**src/rtl/jk_bank_pkg.sv**
```systemverilog
// Shared definitions for the JK flag bank arbiter: op encodings and FSM states.
package jk_bank_pkg;

  localparam logic [1:0] OP_HOLD = 2'b00;
  localparam logic [1:0] OP_CLR  = 2'b01;
  localparam logic [1:0] OP_SET  = 2'b10;
  localparam logic [1:0] OP_TGL  = 2'b11;

  typedef enum logic [0:0] {
    ST_IDLE  = 1'b0,
    ST_APPLY = 1'b1
  } state_t;

endpackage

```
**src/rtl/jk_cell.sv**
```systemverilog
// Single clocked JK flag with enable; {J,K} uses the same encoding as the bank ops.
module jk_cell
  import jk_bank_pkg::*;
(
  input  logic _clock,
  input  logic _reset,
  input  logic _J,
  input  logic _K,
  input  logic _E,
  output logic _Q,
  output logic _QNOT
);

  logic q_r;

  // Flag state: changes only on an enabled edge
  always_ff @(posedge _clock or negedge _reset) begin
    if (!_reset) begin
      q_r <= 1'b0;
    end else if (_E) begin
      case ({_J, _K})
        OP_SET:  q_r <= 1'b1;
        OP_CLR:  q_r <= 1'b0;
        OP_TGL:  q_r <= ~q_r;
        default: q_r <= q_r;
      endcase
    end else begin
      q_r <= q_r;
    end
  end

  assign _Q    = q_r;
  assign _QNOT = ~q_r;

endmodule

```
**src/rtl/jk_bank_arbiter.sv**
```systemverilog
// Round-robin arbiter sharing a bank of JK flags among NREQ requesters,
// one granted set/clear/toggle/hold command per cycle.
module jk_bank_arbiter
  import jk_bank_pkg::*;
#(
  parameter int NREQ  = 4,
  parameter int NBITS = 8,
  parameter int IW    = $clog2(NBITS)
) (
  input  logic               _clock,
  input  logic               _reset,
  input  logic [NREQ-1:0]    _req,
  input  logic [2*NREQ-1:0]  _op,
  input  logic [IW*NREQ-1:0] _idx,
  input  logic               _flush,
  output logic [NREQ-1:0]    _gnt,
  output logic               _err,
  output logic               _busy,
  output logic [NBITS-1:0]   _Q,
  output logic [NBITS-1:0]   _QNOT
);

  localparam int              PW      = $clog2(NREQ);
  localparam logic [IW:0]     NBITS_L = (IW+1)'(NBITS);
  localparam logic [PW-1:0]   LAST_L  = PW'(NREQ - 1);
  localparam logic [NREQ-1:0] ONE_L   = {{(NREQ-1){1'b0}}, 1'b1};

  state_t            state_r, state_nx_s;
  logic [PW-1:0]     ptr_r, ptr_nx_s;
  logic [NREQ-1:0]   gnt_r, gnt_nx_s;
  logic              err_r, err_nx_s;
  logic              busy_r;
  logic [1:0]        cmd_op_r, cmd_op_nx_s;
  logic [IW-1:0]     cmd_idx_r, cmd_idx_nx_s;

  logic [PW-1:0]     cand_s;
  logic [PW-1:0]     win_s;
  logic              win_vld_s;
  logic              hit_s;
  logic [1:0]        win_op_s;
  logic [IW-1:0]     win_idx_s;
  logic [NBITS-1:0]  cell_j_s, cell_k_s, cell_e_s;

  // Round-robin search: first requester at or after ptr wins
  always_comb begin
    cand_s    = '0;
    hit_s     = 1'b0;
    win_s     = '0;
    win_vld_s = 1'b0;
    for (int i = 0; i < NREQ; i++) begin
      cand_s    = PW'((int'(ptr_r) + i) % NREQ);
      hit_s     = !win_vld_s && _req[cand_s];
      win_s     = hit_s ? cand_s : win_s;
      win_vld_s = win_vld_s | _req[cand_s];
    end
  end

  // Select the winning requester's command fields
  always_comb begin
    win_op_s  = OP_HOLD;
    win_idx_s = '0;
    for (int i = 0; i < NREQ; i++) begin
      win_op_s  = (win_s == PW'(i)) ? _op[2*i +: 2]   : win_op_s;
      win_idx_s = (win_s == PW'(i)) ? _idx[IW*i +: IW] : win_idx_s;
    end
  end

  // FSM next state; both states arbitrate so a held load streams back-to-back
  always_comb begin
    state_nx_s   = state_r;
    ptr_nx_s     = ptr_r;
    gnt_nx_s     = '0;
    err_nx_s     = 1'b0;
    cmd_op_nx_s  = cmd_op_r;
    cmd_idx_nx_s = cmd_idx_r;
    case (state_r)
      ST_IDLE, ST_APPLY: begin
        if (_flush) begin
          state_nx_s = ST_IDLE;
        end else if (win_vld_s) begin
          state_nx_s   = ST_APPLY;
          gnt_nx_s     = ONE_L << win_s;
          err_nx_s     = ({1'b0, win_idx_s} >= NBITS_L);
          ptr_nx_s     = (win_s == LAST_L) ? '0 : win_s + PW'(1);
          cmd_op_nx_s  = win_op_s;
          cmd_idx_nx_s = win_idx_s;
        end else begin
          state_nx_s = ST_IDLE;
        end
      end
      default: state_nx_s = ST_IDLE;
    endcase
  end

  // Control registers
  always_ff @(posedge _clock or negedge _reset) begin
    if (!_reset) begin
      state_r   <= ST_IDLE;
      ptr_r     <= '0;
      gnt_r     <= '0;
      err_r     <= 1'b0;
      busy_r    <= 1'b0;
      cmd_op_r  <= OP_HOLD;
      cmd_idx_r <= '0;
    end else begin
      state_r   <= state_nx_s;
      ptr_r     <= ptr_nx_s;
      gnt_r     <= gnt_nx_s;
      err_r     <= err_nx_s;
      busy_r    <= (state_nx_s == ST_APPLY);
      cmd_op_r  <= cmd_op_nx_s;
      cmd_idx_r <= cmd_idx_nx_s;
    end
  end

  // Cell decode: flush forces a clear on every cell and drops the pending command
  always_comb begin
    cell_j_s = '0;
    cell_k_s = '0;
    cell_e_s = '0;
    for (int b = 0; b < NBITS; b++) begin
      cell_j_s[b] = _flush ? 1'b0 : cmd_op_r[1];
      cell_k_s[b] = _flush ? 1'b1 : cmd_op_r[0];
      cell_e_s[b] = _flush | ((state_r == ST_APPLY) && !err_r && (cmd_idx_r == IW'(b)));
    end
  end

  for (genvar b = 0; b < NBITS; b++) begin : g_cell
    jk_cell u_cell (
      ._clock (_clock),
      ._reset (_reset),
      ._J     (cell_j_s[b]),
      ._K     (cell_k_s[b]),
      ._E     (cell_e_s[b]),
      ._Q     (_Q[b]),
      ._QNOT  (_QNOT[b])
    );
  end

  assign _gnt  = gnt_r;
  assign _err  = err_r;
  assign _busy = busy_r;

endmodule

```
**config.mk**
```make
export PLATFORM = sky130hd
export DESIGN_NAME = jk_bank_arbiter
export DESIGN_NICKNAME = d
export VERILOG_FILES = /design/src/rtl/jk_bank_pkg.sv /design/src/rtl/jk_cell.sv /design/src/rtl/jk_bank_arbiter.sv
export SDC_FILE = /design/constraint.sdc
export NUM_CORES = 1
export LEC_CHECK = 0
export CAP_MARGIN = 10
export CORE_MARGIN = 8
export CORE_UTILIZATION = 47
export DETAILED_ROUTE_END_ITERATION = 8
export PLACE_DENSITY_LB_ADDON = 0.05
export SETUP_SLACK_MARGIN = 0.1
export SLEW_MARGIN = 5
export SYNTH_ARGS = -nofsm -noshare
export SYNTH_HDL_FRONTEND = slang
export SYNTH_SLANG_ARGS = --single-unit
```
**constraint.sdc**
```tcl
create_clock -name _clock -period 4 [get_ports _clock]
set_clock_uncertainty 0.2 [all_clocks]
set_input_delay 0.6 -clock _clock [delete_from_list [all_inputs] [get_ports _clock]]
set_output_delay 0.6 -clock _clock [all_outputs]
set_load 0.005 [all_outputs]
```
==> flow_summary.ini <==
[timing]
rsz0062_at_grt = no
fmax_mhz = 360.5
setup_viol = 0
slew_headroom_pct = 43.24
hold_slack_ns = 0.3835
fin_setup_tns_ns = 0
drv_slew = 0
fin_crit_sh_pct = 69.34
period_needed_ns = 2.774
tightest_slew_ns = 0.8488
hold_viol = 0

[grt]
grt_pass1_wl_mm = 4.685
first_global_vias = 1033
gr-usage-all-layers_pct = 12.66
grt_max_degree = 21
grt-ovfl-total = 0
antenna_found_initial = 0

[cts]
hold_buffers = 0
cts_buffers = 3
cts_tree = built
post_cts_buffers = 0
cts-htree-levels = 1
cts-root-buf = clkbuf_4
clockBufferDepth = 2
clk_latency_ns = 0.29
cts_resized = 0
clk_pin_slew_worst_paths_ns = 0.11
numClockSinks = 20

[logic_synthesis]
synth_area_mm2 = 0.001305
ys_types = 32
synth_edf_count = 0
synthFlopType = dfrtp_1
synthArstFlopShare_pct = 100.0
ys_warn_count = 0
synthTopCellsByArea = dfrtp_1 38%, buf_4 9.8%, a21oi_1 6.1%, inv_1 4.6%, nand3b_1 4.0%
ys_ff_latch = 20
avgSynthCellArea_um2 = 9.063
synth_top_area_cell = dfrtp_1
syn_nets = 175
yosysTopAreaCellShare_pct = 38.35
syn_inst = 144
synth-seq-area-share_pct = 38.35

[placement]
io_buffers = 47
dp.final_hpwl_mm = 2.446
place_area_mm2 = 0.001660
place_congestion = 0.7529

[worst_setup_path]
cp.arrival_ns = 2.79
start_kind = primary input
critPathCaptureType = register
crit_family = compound AO/OA/AOI/OAI gates
path_buf_inv = 1
worstPathRequired_ns = 4.02
path_cells = clkdlybuf4s50_1, and2b_1, nor3_1, o22a_1, ha_1, a21oi_1, a221o_1, a31oi_1
path_max_fanout = 11
regToRegSetupSlack_ns = 1.68
critPathMaxStageDelay_ns = 0.58
slowest_stage = clkdlybuf4s50_1
crit_type = in2reg

[route]
drcViolationCount = 0
drt-vias-per-instance = 5.379
drt-total-wl_mm = 2.919
ant_nets = 0
highest_layer = met4
met1_length_mm = 1.217
drt-initial-drc-count = 60
routedWlPerCell_um = 14.38
firstDrtPassIters = 6
route.met3.wl_um = 243
met2WireLength_mm = 1.437
vias = 1092

[floorplanning]
die_h_um = 68.70
dieArea_mm2 = 0.004719
initial_core_util_pct = 48.58
core-area_mm2 = 0.002686
rows = 19
io_pins = 49
die_width_um = 68.70

[power]
power_density_mw_per_mm2 = 456.9
ir_drop_mv = 0.2774
p_leak_nw = 0.7035
total_power_uw = 768.9

[layout]
final_core_util_pct = 62.65
antennaDiodeCount = 0
fillCellCount = 247
final_area_mm2 = 0.001683
syn2layout_area_growth_pct = 28.95
final_nets = 205
layout-drive-gt1-share_pct = 5.233

[outcome]
outcome = completed

[flow_run]
drv_cap = 0

[hold_path]
hp-class = reg2reg
[routing by layer]
metal	GRT usage (%)	up-vias
li1	-	548
met4	4.511	0
met5	0	-
met1	14.11	507
met2	22.76	35
met3	3.231	2
[cells by family (layout without fill, tap and decap cells)]
| logic type | count (synthesis) | after routing | share of synthesized area, % |
|---|---|---|---|
| flops | 20 | 20 | 38.35 |
| mux | 1 | 1 | 1.150 |
| buf+inv | 39 | 67 | 17.07 |
| compound gates | 45 | 45 | 22.53 |
| other cells | 1 | 1 | 0.2874 |
| simple gates | 34 | 34 | 16.78 |
| fa+ha+maj | 4 | 4 | 3.835 |
[cells in the final DEF, fill, tap and decap left out, types with 2 or more instances in the layout]
cell type        instances
clkdlybuf4s50_1         47
dfrtp_1                 20
inv_1                   16
a21oi_1                 16
o21ai_0                  9
nand3b_1                 7
nand2_1                  7
a221o_1                  5
a31oi_1                  5
or3_1                    5
and3_1                   4
ha_1                     4
o311a_1                  3
clkbuf_4                 3
nor2_1                   2
o22ai_1                  2
o22a_1                   2
nand2b_1                 2
[stage by stage]
step | std cells | setup WS (ns)
2_1_floorplan | 144 | 1.634
3_3_place_gp | 200 | 1.009
3_5_place_dp | 200 | 0.9493
4_1_cts | 203 | 1.260
5_1_grt | 203 | 1.102
6_report | 203 | 1.226
[worst register-to-register path: stages, from the launching register on]
cell     delay, ns
dfrtp_1       0.47
a21o_2        0.22
a21oi_1       0.20
o22a_1        0.20
ha_1          0.39
a21oi_1       0.09
a221o_1       0.33
a31oi_1       0.15
[final cells by class]
| type | instances | area [µm²] | share of cell area (%) |
|---|---|---|---|
| clock buffer | 3 | 22.52 | 1.338 |
| inverter | 17 | 68.82 | 4.089 |
| sequential | 20 | 500.5 | 29.74 |
| timing repair buffer | 47 | 470.5 | 27.96 |
| multi-input combinational | 85 | 581.8 | 34.57 |
| tap | 31 | 38.79 | 2.305 |
[registers in the layout, indices dropped and copies added, names as in the netlist]
| signal | cells |
|---|---|
| _busy | 1 |
| _gnt | 4 |
| cmd_idx_r | 3 |
| cmd_op_r | 2 |
| g_cell.u_cell._Q | 8 |
| ptr_r | 2 |
[synth_stat cells, drive strengths merged (2+ instances only)]
cell     n
dfrtp   20
ha       4
clkbuf   4
a31oi    5
nand2b   2
a21oi   16
or3      5
nor2     2
inv     17
nand2    8
buf     18
o21ai    9
o311a    3
a221o    5
o22a     2
nand3b   7
o22ai    2
and3     4
[path summary, 6_finish.rpt]
check,depth (start not counted),endpoint,startpoint
hold reg to reg,2,g_cell[4].u_cell._Q,g_cell[4].u_cell._Q
min in group asynchronous,1,_gnt[1],_reset
hold / removal,2,g_cell[4].u_cell._Q,g_cell[4].u_cell._Q
setup / recovery,8,cmd_op_r[0],_req[1]
max in group asynchronous,1,g_cell[1].u_cell._Q,_reset
setup reg to reg,7,cmd_op_r[0],ptr_r[1]
[power breakdown]
part | internal [mW] | switching (mW) | leakage [nW]
logic | 0.200 | 0.169 | 0.432
registers | 0.254 | 0.0534 | 0.258
clock network | 0.0350 | 0.0572 | 0.0138
total | 0.489 | 0.280 | 0.703
(Power assumes the default switching activity.)
